--- src/rtl/traffic_intersection_fsm.sv ---
// traffic_intersection_fsm: round-robin multi-phase junction controller with ped extension and green hold
module traffic_intersection_fsm #(
  parameter int NUM_PHASES = 2,
  parameter int TIME_W     = 6
) (
  input  logic                         clk,
  input  logic                         reset,
  input  logic [NUM_PHASES*TIME_W-1:0] green_time,
  input  logic [NUM_PHASES*TIME_W-1:0] yellow_time,
  input  logic [TIME_W-1:0]            all_red_time,
  input  logic [TIME_W-1:0]            ped_extension,
  input  logic [NUM_PHASES-1:0]        ped_request,
  input  logic                         hold,
  output logic [3*NUM_PHASES-1:0]      lights,
  output logic [$clog2(NUM_PHASES)-1:0] active_phase,
  output logic [NUM_PHASES-1:0]        ped_walk,
  output logic [NUM_PHASES-1:0]        ped_pending,
  output logic                         error
);
  localparam int PW = $clog2(NUM_PHASES);
  typedef enum logic [1:0] {ALL_RED = 2'd0, GREEN = 2'd1, YELLOW = 2'd2} state_t;
  state_t                  state;
  logic [TIME_W:0]         timer;
  logic                    serving;
  logic [TIME_W-1:0]       g_sel, y_sel;
  logic [NUM_PHASES-1:0]   p_mask;
  logic                    last;
  assign g_sel  = green_time[active_phase*TIME_W +: TIME_W];
  assign y_sel  = yellow_time[active_phase*TIME_W +: TIME_W];
  assign p_mask = NUM_PHASES'(1) << active_phase;
  assign last   = active_phase == PW'(NUM_PHASES - 1);
  always_ff @(posedge clk or posedge reset) begin
    if (reset) begin
      state        <= ALL_RED;
      timer        <= '0;
      active_phase <= '0;
      ped_pending  <= '0;
      serving      <= 1'b0;
      error        <= 1'b0;
    end else begin
      // a request arriving on the clearing edge survives, so it is served next time round
      ped_pending <= (ped_pending & ~((state == ALL_RED && timer == '0) ? p_mask : '0)) | ped_request;
      case (state)
        ALL_RED:
          if (timer == '0) begin
            state   <= GREEN;
            serving <= ped_pending[active_phase];
            timer   <= ped_pending[active_phase] ? {1'b0, g_sel} + {1'b0, ped_extension} : {1'b0, g_sel};
          end else timer <= timer - 1'b1;
        GREEN:
          if (!hold) begin
            if (timer == '0) begin
              state   <= YELLOW;
              timer   <= {1'b0, y_sel};
              serving <= 1'b0;
            end else timer <= timer - 1'b1;
          end
        YELLOW:
          if (timer == '0) begin
            state        <= ALL_RED;
            timer        <= {1'b0, all_red_time};
            active_phase <= last ? '0 : active_phase + 1'b1;
          end else timer <= timer - 1'b1;
        default: begin
          state <= ALL_RED;
          timer <= '0;
          error <= 1'b1;
        end
      endcase
    end
  end
  assign ped_walk = (state == GREEN && serving) ? p_mask : '0;
  for (genvar i = 0; i < NUM_PHASES; i++) begin : g_lamp
    logic sel;
    assign sel = active_phase == PW'(i);
    assign lights[i*3 +: 3] = (sel && state == GREEN) ? 3'b001 : (sel && state == YELLOW) ? 3'b010 : 3'b100;
  end
endmodule

--- config.mk ---
export PLATFORM = sky130hd
export DESIGN_NAME = traffic_intersection_fsm
export DESIGN_NICKNAME = d
export VERILOG_FILES = /design/src/rtl/traffic_intersection_fsm.sv
export SDC_FILE = /design/constraint.sdc
export NUM_CORES = 1
export LEC_CHECK = 0
export CAP_MARGIN = 10
export CELL_PAD_IN_SITES_DETAIL_PLACEMENT = 0
export CELL_PAD_IN_SITES_GLOBAL_PLACEMENT = 1
export CORE_MARGIN = 5
export CORE_UTILIZATION = 33
export CTS_CLUSTER_SIZE = 25
export DETAILED_ROUTE_END_ITERATION = 6
export PLACE_DENSITY_LB_ADDON = 0.2
export SYNTH_ARGS = -nofsm -noshare
export SYNTH_HDL_FRONTEND = slang
export SYNTH_SLANG_ARGS = --single-unit
--- constraint.sdc ---
create_clock -name clk -period 4 [get_ports clk]
set_input_delay 1 -clock clk [delete_from_list [all_inputs] [get_ports clk]]
set_output_delay 1 -clock clk [all_outputs]
set_load 0.02 [all_outputs]
# == Word level (Yosys, flattened, before mapping) ==
# Cells that the tools add are included.
# Widths: inputs -> output; s select.
# word_totals
ff_bits,14
out_inout_bits,12
# classes
n_addsub,3
mul,1
magnitude_cmp,1
n_eq_ne,6
shifts,3
muxes,24
bitwise,4
n_reduce_logical,13
# ops
cell,count
$mux 7,5
$shiftx 12x5->6,2
$pmux 7 s3,1
$mux 2,6
$mux 3,4
$reduce_and 4->1,2
$add 6x6->7,1
$logic_not 7->1,1
$sub 7x1->7 const B,1
$logic_and 1x1->1,6
$mux 1,6
$ne 2x2->1 const B,3
$pmux 2 s3,1
$mul 1x2->3 const B,1
$reduce_or 3->1,1
$and 2x2->2,1
$eq 2x1->1 const B,1
$eq 2x2->1 const B,1
$logic_not 2->1,1
$lt 1x2->1 const B,1
$ne 2x1->1 const B,1
$not 2->2,1
$or 2x2->2,1
$pmux 1 s2,1
5 further kinds,5

# == Logic depth before layout (Yosys ltp) ==
# logic_depth
depth_word,6
ltp_mapped,12
depth_no_buf,9

# == Worst setup path after synthesis ==
# No wires, ideal clock.
# synth_timing
path_kind,reg2reg
from,reg active_phase
to,reg timer[4]
setup_time_ns,0.126
arrival_ns,2.806
t_required_ns,3.874
setup_slack_ns,1.068
stages_incl_launch_ff,13
synth_period_minus_slack_ns,2.932
cell_sequence,dfrtp_1 buf_4 buf_2 clkbuf_1 mux2_2 ha_1 inv_1 fa_1 nand2b_1 a21oi_1 o211ai_1 o21a_1 o311a_1
# synth_via
elab_chain_cells,6
elab_cells_between_ends,11
# synth_rtl
item,line,text
"start, declared",15,"output logic [$clog2(NUM_PHASES)-1:0] active_phase,"
"start signal, assigned",62,active_phase <= last ? '0 : active_phase + 1'b1;
$mul 1x2->3,"28, 29",
$shiftx 12x5->6,28,assign g_sel = green_time[active_phase*TIME_W +: TIME_W];
$add 6x6->7,48,"timer <= ped_pending[active_phase] ? {1'b0, g_sel} + {1'b0, ped_extension} : {1'b0, g_sel};"
$mux 7,48,
$mux 7,45,if (timer == '0) begin
$pmux 7 s3 (*),43,case (state)
"end signal, assigned",48,
"end signal, assigned",49,end else timer <= timer - 1'b1;
"end signal, assigned",54,"timer <= {1'b0, y_sel};"
"end, declared",23,logic [TIME_W:0] timer;
# Every way passes the cells marked *; elsewhere a longest branch is shown, timed or not. The select of a mux whose other input is x is not followed.
# A chain may end at the register's enable or synchronous reset.

# == Worst setup path in the final report ==
# layout_timing
from,in green_time[6]
to,reg timer[4]
# layout_via
elab_chain_cells,5
# layout_rtl
item,line,text
"start, declared",8,"input logic [NUM_PHASES*TIME_W-1:0] green_time,"
$shiftx 12x5->6 (*),28,
$add 6x6->7,48,
$mux 7 (*),48,
$mux 7 (*),45,
$pmux 7 s3 (*),43,
# Every way passes the cells marked *; elsewhere a longest branch is shown, timed or not.

==> impl_metrics.sql <==
INSERT INTO impl_metrics (metric_group, metric, value, unit) VALUES
('clocking', 'clk_transition_reported_paths', '0.07', 'ns'),
('clocking', 'buffer_cell_driving_the_clock_tree_root', 'sky130_fd_sc_hd__clkbuf_8', ''),
('power', 'p_total', '0.00111', 'W'),
('clocking', 'holdBufCountCts', '0', ''),
('clocking', 'cts_tree', 'yes', ''),
('run', 'maxCapViolations', '0', ''),
('logic_synthesis', 'synth_enable_flop_cells', '0', ''),
('logic_synthesis', 'synth_simple_gate_area_frac', '0.221', ''),
('timing', 'tns', '0', 'ns'),
('timing', 'timing.final.hold_violations', '0', ''),
('power', 'total_switching_power', '0.000500', 'W'),
('logic_synthesis', 'main_area_contributors_after_synthesis', 'sky130_fd_sc_hd__dfrtp_1 23%, sky130_fd_sc_hd__mux2i_1 6.7%, sky130_fd_sc_hd__ha_1 5.8%', ''),
('layout', 'final_layout_size_suffix_gt1_frac', '0.0909', ''),
('grt', 'wire_length_of_the_first_global_routing_pass', '7.60', 'mm'),
('layout', 'design.final.nets', '281', ''),
('grt', 'most_utilized_layer_in_the_global_route_result', 'met2', ''),
('grt', 'antenna_violations_before_repair', '0', ''),
('logic_synthesis', 'yosys.area.top_type_share', '0.233', ''),
('placed_design', 'placement.setup.worst_slack', '0.657', 'ns'),
('logic_synthesis', 'synth.mux.area_fraction', '0.111', ''),
('timing', 'finalHoldWorstSlack', '0.453', 'ns'),
('clocking', 'clk_lat_worst_skew', '0.25', 'ns'),
('setup_path', 'required', '4.14', 'ns'),
('logic_synthesis', 'yosysWarnings', '0', ''),
('timing', 'fin_crit', '3.12', 'ns'),
('grt', 'vias_in_the_first_global_route', '1528', ''),
('route', 'drt_drc', '0', ''),
('logic_synthesis', 'synth-async-reset-ratio', '1.00', ''),
('setup_path', 'cp-end-kind', 'flop', ''),
('clocking', 'postCtsSetupBuffers', '0', ''),
('logic_synthesis', 'dominant_combinational_cell_family_by_area_after_synthesis', 'compound AO/OA/AOI/OAI gates', ''),
('timing', 'final-max-slew-violation-count', '0', ''),
('logic_synthesis', 'synth-compound-area-share', '0.278', ''),
('logic_synthesis', 'ys_seq_elements', '14', ''),
('logic_synthesis', 'synthesis.nets', '229', ''),
('route', 'detailedRoute.firstIterationViolations', '72', ''),
('timing', 'maxSlewHeadroom', '0.352', ''),
('layout', 'diodes', '0', ''),
('timing', 'maxClockFrequency', '320', 'MHz'),
('placed_design', 'globalplace.congestion', '0.836', ''),
('setup_path', 'arrival', '3.26', 'ns'),
('route', 'drt_first_pass_iters', '4', ''),
('die', 'placement_rows', '24', ''),
('power', 'combPwrFrac', '0.636', ''),
('placed_design', 'detailedPlacementHpwl', '3.57', 'mm'),
('clocking', 'cts-buffers-inserted', '3', ''),
('clocking', 'clkSinkCount', '14', ''),
('logic_synthesis', 'ys.flop_type', 'sky130_fd_sc_hd__dfrtp_1', ''),
('timing', 'finalSetupViolCount', '0', ''),
('hold_path', 'hold_path_class', 'flop to flop', ''),
('power', 'netSwitchingFraction', '0.449', ''),
('grt', 'grt_use_met3', '0.0370', ''),
('power', 'clock_group_share_of_total_power', '0.127', ''),
('logic_synthesis', 'avgSynthCellArea', '8.36', 'µm²'),
('layout', 'fill_cells', '438', ''),
('route', 'route.detailed.wl_per_inst', '16.3', 'µm'),
('die', 'initial_standard_cell_utilization_of_the_core', '0.343', ''),
('grt', 'grt_start_max_net_pins', '21', ''),
('logic_synthesis', 'yosys.area_share.xor_xnor', '0.0291', ''),
('clocking', 'maximum_number_of_buffers_from_clock_root_to_sink', '2', ''),
('layout', 'area_delta_synth_final', '42.0', '%'),
('timing', 'post-route-worst-setup-slack', '0.879', 'ns'),
('power', 'power.internal', '0.000615', 'W'),
('logic_synthesis', 'synth_adder_area_share', '0.0715', ''),
('route', 'avgViaCountPerCell', '5.39', ''),
('clocking', 'post_cts_resize_count', '0', ''),
('setup_path', 'start_kind', 'input port', ''),
('outcome', 'run_status', 'finished clean', ''),
('die', 'die_h', '77.5', 'µm'),
('grt', 'grt_overflow', '0', ''),
('logic_synthesis', 'synth_top_cell_by_area', 'sky130_fd_sc_hd__dfrtp_1', '');
critical path: cells and delay by family:
family          cells  cell delay (ns)
simple gates        1             0.18
compound gates      4             0.84
buf+inv             2             0.53
mux                 1             0.15
fa+ha+maj           2             0.56
sequential cells by signal, summed over array words and instances, names as in the netlist:
register and count:
active_phase 1, error 1, ped_pending 2, serving 1, state 2, timer 7
path summary, 6_finish.rpt:
kind	startpoint	end	slack (ns)	cells past startpoint
min in group asynchronous	reset	timer[3]$_DFFE_PP0P_	1.10	2
setup / recovery	green_time[6]	timer[4]$_DFFE_PP0P_	0.88	10
max in group asynchronous	reset	ped_pending[1]$_DFF_PP0_	2.52	2
hold / removal	error$_DFFE_PP0N_	error$_DFFE_PP0N_	0.45	1
setup reg to reg	active_phase$_DFFE_PP0P_	timer[5]$_DFFE_PP0P_	1.31	8
hold reg to reg	error$_DFFE_PP0N_	error$_DFFE_PP0N_	0.45	1
layer usage:
metal | vias up | wire, µm | part of all wire
met1 | 701 | 2150 | 0.47
met4 | 0 | 16 | 0.0035
met3 | 4 | 287 | 0.062
met2 | 51 | 2150 | 0.47
li1 | 769 | - | -
met5 | - | 0 | 0
logic make-up after synthesis:
group,Yosys count
buffers and inverters,20
muxes,16
adders and majority gates,8
xor gates and xnor gates,5
AOI/OAI and AO/OA,57
DFF,14
and+or+nand+nor,60
cells in the final DEF (no fill, tap or decap), types with 2 or more instances in the layout:
| master | n |
|---|---|
| sky130_fd_sc_hd__a211oi_1 | 4 |
| sky130_fd_sc_hd__a21o_1 | 3 |
| sky130_fd_sc_hd__a21oi_1 | 8 |
| sky130_fd_sc_hd__a22o_1 | 2 |
| sky130_fd_sc_hd__a311oi_1 | 2 |
| sky130_fd_sc_hd__a31oi_1 | 2 |
| sky130_fd_sc_hd__a32o_1 | 2 |
| sky130_fd_sc_hd__and2_1 | 4 |
| sky130_fd_sc_hd__buf_4 | 5 |
| sky130_fd_sc_hd__clkbuf_8 | 4 |
| sky130_fd_sc_hd__clkdlybuf4s50_1 | 52 |
| sky130_fd_sc_hd__dfrtp_1 | 14 |
| sky130_fd_sc_hd__ha_1 | 7 |
| sky130_fd_sc_hd__inv_1 | 10 |
| sky130_fd_sc_hd__mux2_2 | 6 |
| sky130_fd_sc_hd__mux2i_1 | 10 |
| sky130_fd_sc_hd__nand2_1 | 17 |
| sky130_fd_sc_hd__nand2b_1 | 5 |
| sky130_fd_sc_hd__nand3b_1 | 2 |
| sky130_fd_sc_hd__nor2_1 | 12 |
| sky130_fd_sc_hd__nor2b_1 | 8 |
| sky130_fd_sc_hd__nor3_1 | 4 |
| sky130_fd_sc_hd__o211ai_1 | 5 |
| sky130_fd_sc_hd__o21ai_0 | 11 |
| sky130_fd_sc_hd__o21bai_1 | 2 |
| sky130_fd_sc_hd__xnor2_1 | 4 |
layout make-up:
| type | instances | share of cell area |
|---|---|---|
| Clock buffer | 4 | 0.0258 |
| Inverter | 10 | 0.0176 |
| Multi-Input combinational cell | 146 | 0.501 |
| Tap cell | 52 | 0.0305 |
| Sequential cell | 14 | 0.164 |
| Timing Repair Buffer | 57 | 0.261 |
power groups by stage:
stage | registers (W) | clock network [W] | logic, W
floorplan | 0.000248 | 0 | 0.000503
global placement | 0.000264 | 0 | 0.000706
detailed placement | 0.000264 | 0 | 0.000712
CTS | 0.000263 | 0.000146 | 0.000716
global route | 0.000273 | 0.000151 | 0.000784
finish | 0.000264 | 0.000141 | 0.000709
through the flow:
step	area, µm²	utilization
detailed placement	2080	0.475
global route	2140	0.487
floorplan	1500	-
finish	2140	0.487
CTS	2140	0.487
global placement	2080	0.475
Note: power is estimated with default switching activity, not from simulation.
